## src/rtl/mux3_pkg.sv

```systemverilog
// Shared select encodings for the three-input data mux.
package mux3_pkg;

    typedef enum logic [1:0] {
        SEL_D0   = 2'b00,
        SEL_D1   = 2'b01,
        SEL_D2   = 2'b10,
        SEL_NONE = 2'b11
    } sel_e;

endpackage : mux3_pkg

```

## src/rtl/flopenr.sv

```systemverilog
// Parameterised register with load enable and synchronous active-low reset.
module flopenr #(
    parameter int WIDTH = 8
) (
    input  logic             clk_i,
    input  logic             rst_ni,
    input  logic             en_i,
    input  logic [WIDTH-1:0] d_i,
    output logic [WIDTH-1:0] q_o
);

    logic [WIDTH-1:0] q_q;
    logic [WIDTH-1:0] q_d;

    always_comb begin
        q_d = en_i ? d_i : q_q;
    end

    // Reset wins over the enable.
    always_ff @(posedge clk_i) begin
        if (!rst_ni) begin
            q_q <= '0;
        end else begin
            q_q <= q_d;
        end
    end

    assign q_o = q_q;

endmodule : flopenr

```

## src/rtl/mux3.sv

```systemverilog
// Three-input data mux with an invalid-select flag and a registered copy of both outputs.
module mux3
    import mux3_pkg::*;
#(
    parameter int WIDTH = 32
) (
    input  logic             clock,
    input  logic             reset,
    input  logic [WIDTH-1:0] d0,
    input  logic [WIDTH-1:0] d1,
    input  logic [WIDTH-1:0] d2,
    input  logic [1:0]       s,
    input  logic             en,
    output logic [WIDTH-1:0] y,
    output logic             invalid,
    output logic [WIDTH-1:0] y_q,
    output logic             invalid_q
);

    // An unknown select falls through to default so the output goes X in simulation.
    always_comb begin
        y       = '0;
        invalid = 1'b0;
        case (s)
            SEL_D0:   y = d0;
            SEL_D1:   y = d1;
            SEL_D2:   y = d2;
            SEL_NONE: invalid = 1'b1;
            default: begin
                y       = 'x;
                invalid = 1'bx;
            end
        endcase
    end

    flopenr #(
        .WIDTH(WIDTH + 1)
    ) u_out_reg (
        .clk_i  (clock),
        .rst_ni (reset),
        .en_i   (en),
        .d_i    ({invalid, y}),
        .q_o    ({invalid_q, y_q})
    );

endmodule : mux3

```

## config.mk

```make
export PLATFORM = sky130hd
export DESIGN_NAME = mux3
export DESIGN_NICKNAME = d
export VERILOG_FILES = /design/src/rtl/mux3_pkg.sv /design/src/rtl/flopenr.sv /design/src/rtl/mux3.sv
export SDC_FILE = /design/constraint.sdc
export NUM_CORES = 1
export LEC_CHECK = 0
export BUFFER_PORTS_ARGS = -buffer_cell sky130_fd_sc_hd__clkbuf_2
export CAP_MARGIN = 20
export CORE_MARGIN = 3
export CORE_UTILIZATION = 35
export DETAILED_ROUTE_END_ITERATION = 10
export PLACE_DENSITY = 0.78
export SETUP_SLACK_MARGIN = 0.02
export SLEW_MARGIN = 20
export SYNTH_ARGS = -nofsm -noshare
export SYNTH_HDL_FRONTEND = slang
export SYNTH_SLANG_ARGS = --single-unit
```

## constraint.sdc

```tcl
create_clock -name clock -period 0.9 [get_ports clock]
set_input_delay 0.09 -clock clock [delete_from_list [all_inputs] [get_ports clock]]
set_output_delay 0.09 -clock clock [all_outputs]
set_load 0.005 [all_outputs]
```

Word level (Yosys, flattened, before mapping)

Index checks and enable logic that the tools add are counted.

Register bits after elaboration: 33
Logic and storage cells: 7

Eq/ne operators: 3
Multiplexer cells: 2
Reductions and logical operators: 1

Operators by type and width:

| operator                                                         | count |
|---|---|
| 32-bit case mux with 3 select lines                              | 1 |
| 2-bit == test (second input constant)                            | 2 |
| 2-bit by 1-bit == test with 1-bit output (second input constant) | 1 |
| 2-bit zero test                                                  | 1 |
| 1-bit two-way mux                                                | 1 |

Depth between registers and ports, before layout

Gate-level depths: netlist of run 1.

Depth after elaboration: 2
Mapped depth: 6
Mapped depth without buffers: 3

Hierarchy

From an unflattened synthesis of run 1, not the netlist that was laid out.

Cells, all modules: 184
Area total of the unflattened synthesis: 2227.1 µm²

Modules (own cells, without submodules):

| module  | instances | cells an instance | area each (µm²) |
|---|---|---|---|
| flopenr | 1         | 106               | 1280.0 |
| mux3    | 1         | 78                | 947.2 |

Worst setup path before layout of run 1

OpenSTA, ideal clock, no wires.

Kind: input-to-reg
From: input s[0]
To: register u_out_reg.q_q[0], in the netlist u_out_reg.q_o[0]
Setup time: 74 ps
Data arrival time: 820 ps
Data required time: 826 ps
Slack: 6 ps
Stages: 6
Path buffers: 3
Cell sequence: buf_6 > nor2b_1 > buf_2 > buf_2 > nand2_1 > a31oi_1

Cells in the longest elaborated chain, start to end: 2
Elaborated cells between the ends (all ways): 4
Classes of those cells: eq/ne: 2; mux: 1; reduce/logical: 1

Ends and longest elaborated chain:

| element                                 | RTL line      | text |
|---|---|---|
| start, declared                         | mux3.sv:12    | `input logic [1:0] s,` |
| 2-bit == test (tied with other cells)   | mux3.sv:24    | `case (s)` |
| 32-bit case mux with 3 select lines (*) | mux3.sv:24    |  |
| end signal, assigned                    | flopenr.sv:24 | `q_q <= q_d;` |
| end, declared                           | flopenr.sv:12 | `logic [WIDTH-1:0] q_q;` |

Mark *: on every way between the ends. The rest lies on a longest branch, timed or not.
A chain may end at the register's enable or synchronous reset.

Final worst setup path of run 1

From: input s[0]
To: output y[22]

Cells in the longest elaborated chain, start to end: 2
Elaborated cells between the ends (all ways): 4
Classes of those cells: eq/ne: 2; mux: 1; reduce/logical: 1

Ends and longest elaborated chain:

| element                                 | RTL line   | text |
|---|---|---|
| 2-bit == test (tied with other cells)   | mux3.sv:24 |  |
| 32-bit case mux with 3 select lines (*) | mux3.sv:24 |  |
| end, declared                           | mux3.sv:14 | `output logic [WIDTH-1:0] y,` |

Marks and branches as above.

==> flow_summary.ini, run 1 <==
[clocking]
cts_tree = built
root_buffer = clkbuf_8
htreeDepth = 2
clk_latency_ns = 0.27
cts.path.max_buffers = 2
path_clk_slew_ns = 0.06
cts_sinks = 33
cts_buffers = 5
ctsHoldBuffers = 0

[run]
max_cap_violations = 0

[route]
vias = 2385
ant_nets = 0
drtIter0Drc = 59
detail_route.wl_per_cell_um = 13.60
via_per_inst = 4.918
firstDrtPassIters = 4
wirelength_um = 6594
drc_errors = 0

[die]
coreArea_um2 = 5238
rows = 26
die_h_um = 80.68
ios = 167
die_x_um = 80.68
start_util_pct = 37.27
dieArea_um2 = 6508

[placed_design]
place.detailed.hpwl_um = 5117
gp_congestion = 0.7780
port_buffers = 166
place_area_um2 = 2882

[setup_path]
cp_num_buf_inv = 3
r2r_start = u_out_reg.q_o[26]
critPathSlowestCell = or2_1
path_cells = clkbuf_16 -> buf_12 -> mux2i_1 -> or2_1 -> nand2_1 -> clkbuf_2
cp-startpoint = s[0]
crit_family = buffers and inverters
worstSetupEndpointType = output pin
cpPeakStageDelay_ns = 0.23
worst_setup_path_start_kind = input pin
crit_arrival_ns = 0.92
cp_max_fo = 9
critPathRequiredTime_ns = 0.81
crit_type = input pin to output pin

[layout]
largest_reg_flops = 33
final_cell_mix = clkbuf_2, nand2_1, mux2i_1
drive_above_1_share_pct = 45.54
n_antenna_cell = 0
final_common_cell = clkbuf_2
nets = 516
fin_area_um2 = 3062
area_delta_synth_final_pct = 56.86

[timing]
hold_slack_ns = 0.07628
tightest_slew_ns = 0.1672
rsz0062_at_grt = true
fmax_mhz = 987.8
relSlewSlack_pct = 88.73
skew_ns = 0
hold_violations = 0
finalWorstPathRequiredPeriod_ns = 1.012
finalSetupViolations = 32
setup_ws_ns = -0.1124
maxSlewViolCount = 0
fin_crit_sh_pct = 112.5

[power_and_ir_drop]
vdd_drop_max_mv = 0.7092
powerDensity_nw_per_um2 = 1250
p_leak_nw = 1.692

[logic_synthesis]
syn_inst = 250
syn-num-nets = 351
ys_types = 14
synth_top_area_cell = dfxtp_1
yosysSeqAreaShare_pct = 33.85
synthTopCellsByArea = dfxtp_1, mux2i_1, nand2_1
ys_warn_count = 0
synth_top_cell_area_share_pct = 33.85
synth-seq-cells = 33
synthesis.area_um2 = 1952
synth.avg_cell_area_um2 = 7.807

[global_route]
grt_pass1_vias = 2299
grt_max_degree = 34
grt_pass1_wl_um = 10450
grt_usage_pct = 20.51
grt_antenna_before_repair = 0
gr-total-overflow = 0

[run_status]
violations = setup timing
status = finished, violations left

[hold_path]
hp-start = d2[11]
hold_path_class = input pin to flip-flop
[power by group]
part | switching (mW) | leakage, nW | total, mW | internal [mW]
sequential | 0.0484 | 0.274 | 1.61 | 1.57
combinational | 0.513 | 1.37 | 1.12 | 0.605
clock | 0.489 | 0.0443 | 1.10 | 0.606
total | 1.05 | 1.69 | 3.83 | 2.78
[what timing repair did]
action	4_1_cts	5_1_grt
setup buffers	0	1
pin swaps	3	4
endpoints found under the setup margin	32	33
cloned	2	0
resized for setup	8	7
[layout make-up]
class / instances / area [um2]
Fill cell: 499 / 2176
Multi-Input combinational cell: 196 / 1162
Timing Repair Buffer: 179 / 1064
Tap cell: 70 / 87.58
Clock buffer: 7 / 86.33
Sequential cell: 33 / 661.9
[synth_stat cells]
cell type  number
a31oi_1        32
buf_6           1
o21ai_0        32
or2_1          30
buf_2           5
dfxtp_1        33
buf_1           1
mux2i_1        33
nand2_1        64
buf_12          3
nor2b_1         2
and2_1          1
clkbuf_1       11
or2_2           2
[path summary, 6_finish.rpt]
kind / endpoint / slack (ns) / cells past startpoint
setup / recovery: y[22] / -0.11 / 6
hold reg to reg: u_out_reg.q_o[8] / 0.53 / 2
setup reg to reg: u_out_reg.q_o[26] / 0.23 / 2
hold / removal: u_out_reg.q_o[11] / 0.08 / 3
[stage by stage]
stage	setup TNS [ns]	instances	power, mW	setup slack, ns	utilization, %
2_1_floorplan	0	250	2.150	0.006057	-
3_3_place_gp	-7.313	475	2.695	-0.1556	55.02
3_5_place_dp	-7.970	475	2.716	-0.2045	55.02
4_1_cts	-3.128	484	3.891	-0.1162	58.29
5_1_grt	-4.356	485	4.078	-0.1791	58.46
6_report	-2.835	485	3.828	-0.1124	58.46
[worst min-delay path, cell delays in order]
cell	delay (ns)
clkbuf_2	0.08
nand2_1	0.06
a31oi_1	0.08
[cell families (layout without fill, tap and decap cells)]
| kind of cell | after synthesis | count (layout) | synth area share [%] |
|---|---|---|---|
| and+or+nand+nor | 99 | 99 | 23.53 |
| DFF | 33 | 33 | 33.85 |
| AOI/OAI and AO/OA | 64 | 64 | 18.46 |
| muxes | 33 | 33 | 16.92 |
| buffers and inverters | 21 | 186 | 7.243 |
[layer usage]
| metal | part of all wire, % | global-route usage [%] | up-vias |
|---|---|---|---|
| li1 | - | - | 1199 |
| met2 | 51 | 38.08 | 119 |
| met4 | 0.61 | 3.716 | 0 |
| met1 | 39 | 23.14 | 1063 |
| met3 | 9.8 | 6.054 | 4 |
| met5 | 0 | 0 | - |
No activity file was read; power rests on OpenSTA's default activity.
==> run 2: changes to the inputs <==
--- a/config.mk
+++ b/config.mk
@@ -10,8 +10,10 @@
 export CORE_MARGIN = 3
 export CORE_UTILIZATION = 35
 export DETAILED_ROUTE_END_ITERATION = 10
+export MAX_ROUTING_LAYER = met4
 export PLACE_DENSITY = 0.78
 export SETUP_SLACK_MARGIN = 0.02
+export SKIP_LAST_GASP = 1
 export SLEW_MARGIN = 20
 export SYNTH_ARGS = -nofsm -noshare
 export SYNTH_HDL_FRONTEND = slang
==> constraint.sdc (replaced) <==
create_clock -name clock -period 0.9 [get_ports clock]
set_input_delay 0.135 -clock clock [delete_from_list [all_inputs] [get_ports clock]]
set_output_delay 0.135 -clock clock [all_outputs]
set_load 0.005 [all_outputs]
==> run 2 against run 1 <==
The flow still finishes with violations (setup timing). Count of clock-buffer cells in the layout rose by 1. Sequential power hardly changed. Via count is 0.55% higher. Register-to-register slack is essentially flat. Total power is 1.0% higher. Hold slack improved by 0.038 ns. Sequential share of layout area fell by 0.065 points. Critical endpoint is now y[3]. Largest cell class is now non-clock buffers. Largest power group unchanged.
==> flow_summary.ini, run 2 (synthesis results as in run 1) <==
[layout]
multi_input_area_um2 = 1179
final_common_cell = clkbuf_2
fill_cells = 481
area_delta_synth_final_pct = 65.06
nets = 520
fin_area_um2 = 3222
layout.cells.non_filler = 490
final_cell_mix = clkbuf_2, nand2_1, mux2i_1, o21ai_0, a31oi_1
seq_area_um2 = 694.4
drive_above_1_share_pct = 52.86
largest_reg_flops = 33
n_antenna_cell = 0

[die]
ios = 167
die_x_um = 80.68
die_h_um = 80.68
start_util_pct = 37.27
coreArea_um2 = 5238
dieArea_um2 = 6508
rows = 26

[timing]
fmax_mhz = 899.5
setup_ws_ns = -0.2117
hold_violations = 0
tightest_slew_ns = 0.1788
finalWorstPathRequiredPeriod_ns = 1.112
setup_tns_ns = -5.924
relSlewSlack_pct = 87.96
skew_ns = 0
hold_slack_ns = 0.1143
maxSlewViolCount = 0
finalSetupViolations = 32
fin_crit_sh_pct = 123.5
rsz0062_at_grt = true

[setup_path]
rr_endpoint = u_out_reg.q_o[26]
cp_max_fo = 8
r2r_cells = 2
crit_family = buffers and inverters
critPathSlowestCell = or2_1
r2r_start = u_out_reg.q_o[26]
cpPeakStageDelay_ns = 0.24
path_cells = clkbuf_16 -> buf_12 -> mux2i_1 -> or2_1 -> nand2_1 -> clkbuf_2
reg2reg_setup_slack_ns = 0.23
critPathRequiredTime_ns = 0.76
worst_setup_path_start_kind = input pin
crit_type = input pin to output pin
worstSetupEndpointType = output pin
crit_arrival_ns = 0.98
cp_num_buf_inv = 3

[clocking]
path_clk_slew_ns = 0.07
ctsHoldBuffers = 0
htreeDepth = 2
clk_latency_ns = 0.27
cts_buffers = 5
cts.path.max_buffers = 2
root_buffer = clkbuf_8
cts_sinks = 33
cts_tree = built

[route]
ant_nets = 0
via_per_inst = 4.894
vias = 2398
wirelength_um = 6676
drtIter0Drc = 79
detail_route.wl_per_cell_um = 13.62
drc_errors = 0
firstDrtPassIters = 4

[global_route]
grt_antenna_before_repair = 0
grt_max_degree = 34
grt_usage_pct = 19.77
grt_pass1_wl_um = 9811
grt_pass1_vias = 2158
gr-total-overflow = 0

[power_and_ir_drop]
total_power_mw = 3.866
p_leak_nw = 1.744
vdd_drop_max_mv = 0.5647
powerDensity_nw_per_um2 = 1200

[placed_design]
placedCellCount = 475
port_buffers = 166
place.detailed.hpwl_um = 5096
gp_congestion = 0.7556
place_area_um2 = 2869

[hold_path]
min_path_cells = 3
hp-start = d2[22]
min_to = u_out_reg.q_o[22]
hold_path_class = input pin to flip-flop

[run]
max_cap_violations = 0

[run_status]
violations = setup timing
status = finished, violations left
==> run 2: worst min-delay path: cells and delay by family <==
family / cells / cell delay, ns
buffers and inverters: 1 / 0.08
AO/OA/AOI/OAI: 1 / 0.08
AND/OR/NAND/NOR: 1 / 0.06
==> run 2: worst max-delay path by stage <==
| stage | from | to | cells past startpoint |
|---|---|---|---|
| finish | s[0] | y[3] | 6 |
| global route | s[0] | y[2] | 6 |
| CTS | s[0] | y[12] | 6 |
| detailed placement | s[0] | y[25] | 6 |
| global placement | s[0] | y[25] | 6 |
| floorplan | s[0] | y[0] | 5 |
==> run 2: power by group <==
group / switching (mW) / internal [mW] / total (mW)
clock network: 0.487 / 0.549 / 1.04
registers: 0.0528 / 1.58 / 1.64
logic: 0.529 / 0.666 / 1.20
total: 1.07 / 2.80 / 3.87
==> run 2: metal layers <==
layer	vias to the layer above	wire [um]	track usage, %
met3	4	596	5.157
met1	1069	2634	21.89
met5	-	0	-
met4	0	43	4.392
li1	1210	-	-
met2	115	3401	35.51
==> run 2: layout make-up <==
class	instances	area share, %
clock buffers	8	2.485
multi-input cells	196	36.58
flip-flops and latches	33	21.55
well taps	70	2.718
repair buffers	183	36.66
==> run 2: stage by stage <==
step	utilization [%]	setup WS, ns
finish	61.51	-0.2117
global route	61.51	-0.2629
CTS	58.17	-0.2068
detailed placement	54.78	-0.2874
global placement	54.78	-0.2666
floorplan	-	-0.01650
==> run 2: repair_timing <==
action,in CTS,in global routing
resized for setup,11,58
pin swaps,1,3
setup buffers,1,3
endpoints found under the setup margin,37,61
cloned,2,1
==> run 3: changes to the inputs <==
--- a/config.mk
+++ b/config.mk
@@ -8,7 +8,7 @@
 export BUFFER_PORTS_ARGS = -buffer_cell sky130_fd_sc_hd__clkbuf_2
 export CAP_MARGIN = 20
 export CORE_MARGIN = 3
-export CORE_UTILIZATION = 35
+export CORE_UTILIZATION = 37
 export DETAILED_ROUTE_END_ITERATION = 10
 export MAX_ROUTING_LAYER = met4
 export PLACE_DENSITY = 0.78
@@ -17,4 +17,5 @@
 export SLEW_MARGIN = 20
 export SYNTH_ARGS = -nofsm -noshare
 export SYNTH_HDL_FRONTEND = slang
+export SYNTH_HIERARCHICAL = 1
 export SYNTH_SLANG_ARGS = --single-unit
==> run 3 against run 2 <==
The run still ends with setup timing left. Hold slack improved by 0.13 ns. Synthesized area increased by 14%. Setup slack worse by 0.028 ns. Cell area up 23%. Largest cell class is now multi-input gates. Via count shrank 7.8%. Largest power group is now combinational logic. Clock skew did not move. Final cell count fell by 9.8%. Sequential power about the same. Non-clock buffer count up 14. Sequential share of layout area decreased by 3.8 points.
==> flow_summary.ini, run 3 <==
[global_route]
grt_pass1_vias = 2295
grt_max_degree = 34
gr-total-overflow = 0
grt_usage_pct = 20.97
grt_pass1_wl_um = 11410
grt_antenna_before_repair = 0

[run_status]
violations = setup timing
status = finished, violations left

[logic_synthesis]
synthTopCellsByArea = dfxtp_1, mux2i_1, o2bb2ai_2
yosys.area_share.adder_pct = 0
synth_mux_area_share_pct = 29.21
synth_edf_count = 0
syn_inst = 184
synth_top_family_by_area = multiplexers
ys.flop_type = dfxtp_1
syn-num-nets = 285
yosysSeqAreaShare_pct = 29.66
synth_most_common_cell = mux2i_1
ys_warn_count = 6
ys_types = 12
synth_top_cell_area_share_pct = 29.66
synth_common_cells = mux2i_1, dfxtp_1, nor2b_1, o2bb2ai_2
synth.avg_cell_area_um2 = 12.10
synth-seq-cells = 33
synthXorXnorAreaFrac_pct = 0
yosys.area_share.simple_pct = 10.17
synthesis.area_um2 = 2227
async_flop_share_pct = 0
synth_top_area_cell = dfxtp_1
synth_compound_area_share_pct = 21.01

[timing]
relSlewSlack_pct = 63.29
skew_ns = 0
fmax_mhz = 877.2
rsz0062_at_grt = true
tightest_slew_ns = 0.5507
maxSlewViolCount = 0
hold_slack_ns = 0.2406
finalWorstPathRequiredPeriod_ns = 1.140
fin_crit_sh_pct = 126.7
setup_ws_ns = -0.2401
hold_violations = 0
finalSetupViolations = 42

[route]
detail_route.wl_per_cell_um = 18.34
drc_errors = 0
firstDrtPassIters = 4
via_per_inst = 5.002
vias = 2211
wirelength_um = 8106
drtIter0Drc = 29
ant_nets = 0

[clocking]
cts_tree = built
cts.path.max_buffers = 2
ctsHoldBuffers = 0
htreeDepth = 2
cts_buffers = 5
path_clk_slew_ns = 0.07
root_buffer = clkbuf_8
cts_sinks = 33
clk_latency_ns = 0.28

[layout]
final_cell_mix = clkbuf_2, mux2i_1, nor2b_1, dfxtp_2, o2bb2ai_4
drive_above_1_share_pct = 77.03
area_delta_synth_final_pct = 77.58
final_common_cell = clkbuf_2
nets = 470
fill_cells = 411
largest_reg_flops = 33
final_core_util_pct = 69.69
n_antenna_cell = 0
layout.cells.non_filler = 442

[placed_design]
port_buffers = 166
gp_congestion = 0.8098
placedCellCount = 414
place.detailed.hpwl_um = 5120

[setup_path]
r2r_start = u_out_reg/q_o[3]
cp-startpoint = s[1]
worst_setup_path_start_kind = input pin
cp_max_fo = 5
r2r_cells = 2
reg2reg_setup_slack_ns = 0.13
crit_type = input pin to output pin
critPathRequiredTime_ns = 0.76
rr_endpoint = u_out_reg/q_o[3]
critPathCapture = y[5]
crit_arrival_ns = 1.01
worstSetupEndpointType = output pin

[die]
coreArea_um2 = 5675
ios = 167
rows = 27
dieArea_um2 = 6986
die_x_um = 83.59
die_h_um = 83.59
start_util_pct = 39.24

[power_and_ir_drop]
p_leak_nw = 1.887
seqPwrFrac_pct = 37.2
switching_share_pct = 30.21
p_int_mw = 3.026
vdd_drop_max_mv = 0.6403
powerDensity_nw_per_um2 = 1096
comb_power_share_pct = 38.2
power.clock.fraction_pct = 24.6
p_switching_mw = 1.310

[hold_path]
hold_path_class = input pin to flip-flop

[run]
max_cap_violations = 0
==> run 3: cell types whose count changed in the layout (fill, tap and decap cells not counted), sizes merged, moves of 22 or more <==
cell | previous run | this run
nor2b | 2 | 34
o2bb2ai | 0 | 32
or2 | 32 | 0
mux2i | 33 | 65
nand2 | 64 | 0
a31oi | 32 | 0
buf | 28 | 50
o21ai | 32 | 0
==> run 3: how the worst min path moves through the flow <==
| stage | endpoint | start | slack, ns | cells past startpoint |
|---|---|---|---|---|
| after CTS | u_out_reg/q_o[28] | d1[28] | 0.24 | 4 |
| after floorplan | u_out_reg/q_o[0] | reset | 0.26 | 1 |
| after global placement | u_out_reg/q_o[27] | u_out_reg/q_o[27] | 0.50 | 2 |
| final | u_out_reg/q_o[28] | d1[28] | 0.24 | 4 |
| after detailed placement | u_out_reg/q_o[0] | u_out_reg/q_o[0] | 0.51 | 2 |
| after global routing | u_out_reg/q_o[28] | d1[28] | 0.24 | 4 |
==> run 3: kinds of logic (layout without fill, tap and decap cells) <==
| group | Yosys count | count (layout) |
|---|---|---|
| flops | 33 | 33 |
| buf+inv | 19 | 205 |
| compound gates | 32 | 32 |
| mux | 65 | 65 |
| simple gates | 35 | 35 |
==> run 3: what timing repair did <==
item | CTS | global route
buffers inserted | 4 | 12
gates resized for setup | 38 | 76
endpoints found under the hold margin | 0 | 0
gates cloned | 4 | 2
setup endpoints to repair | 68 | 70
pin swaps | 0 | 3
==> run 3: worst max-delay path, stage by stage <==
cell	delay, ns
clkbuf_16	0.15
nor2b_4	0.15
buf_6	0.15
clkbuf_16	0.16
o2bb2ai_4	0.12
buf_2	0.15
==> run 3: area by class of cell <==
| class | instances | area, um2 | area share, % |
|---|---|---|---|
| sequential | 33 | 701.9 | 17.75 |
| tap | 72 | 90.09 | 2.278 |
| multi-input combinational | 132 | 1734 | 43.85 |
| timing repair buffer | 197 | 1346 | 34.04 |
| clock buffer | 6 | 72.57 | 1.835 |
| clock inverter | 2 | 10.01 | 0.2531 |
==> run 3: per-layer routing <==
metal	up-vias	part of all wire (%)	track usage (%)
met5	-	0	-
met3	12	5.7	5.429
met2	100	56	38.47
met4	0	2.0	7.310
li1	1042	-	-
met1	1057	36	21.49
==> run 3: metrics by stage <==
step                area [um2]  setup slack, ns  setup TNS [ns]  power (mW)
finish                    3955          -0.2401          -7.081       4.336
global route              3955          -0.2609          -8.513       4.554
CTS                       3555          -0.1966          -6.105       4.118
detailed placement        3172          -0.4837          -20.05       2.862
global placement          3172          -0.3587          -17.41       2.825
floorplan                 2335          -0.1374          -3.966       2.338
==> run 3: power groups by stage <==
stage          Sequential (mW)  Clock, mW  Combinational, mW
4_1_cts                   1.59       1.10               1.42
5_1_grt                   1.62       1.17               1.76
3_5_place_dp              1.62          0               1.24
6_report                  1.61       1.07               1.66
3_3_place_gp              1.62          0               1.20
2_1_floorplan             1.63          0              0.710
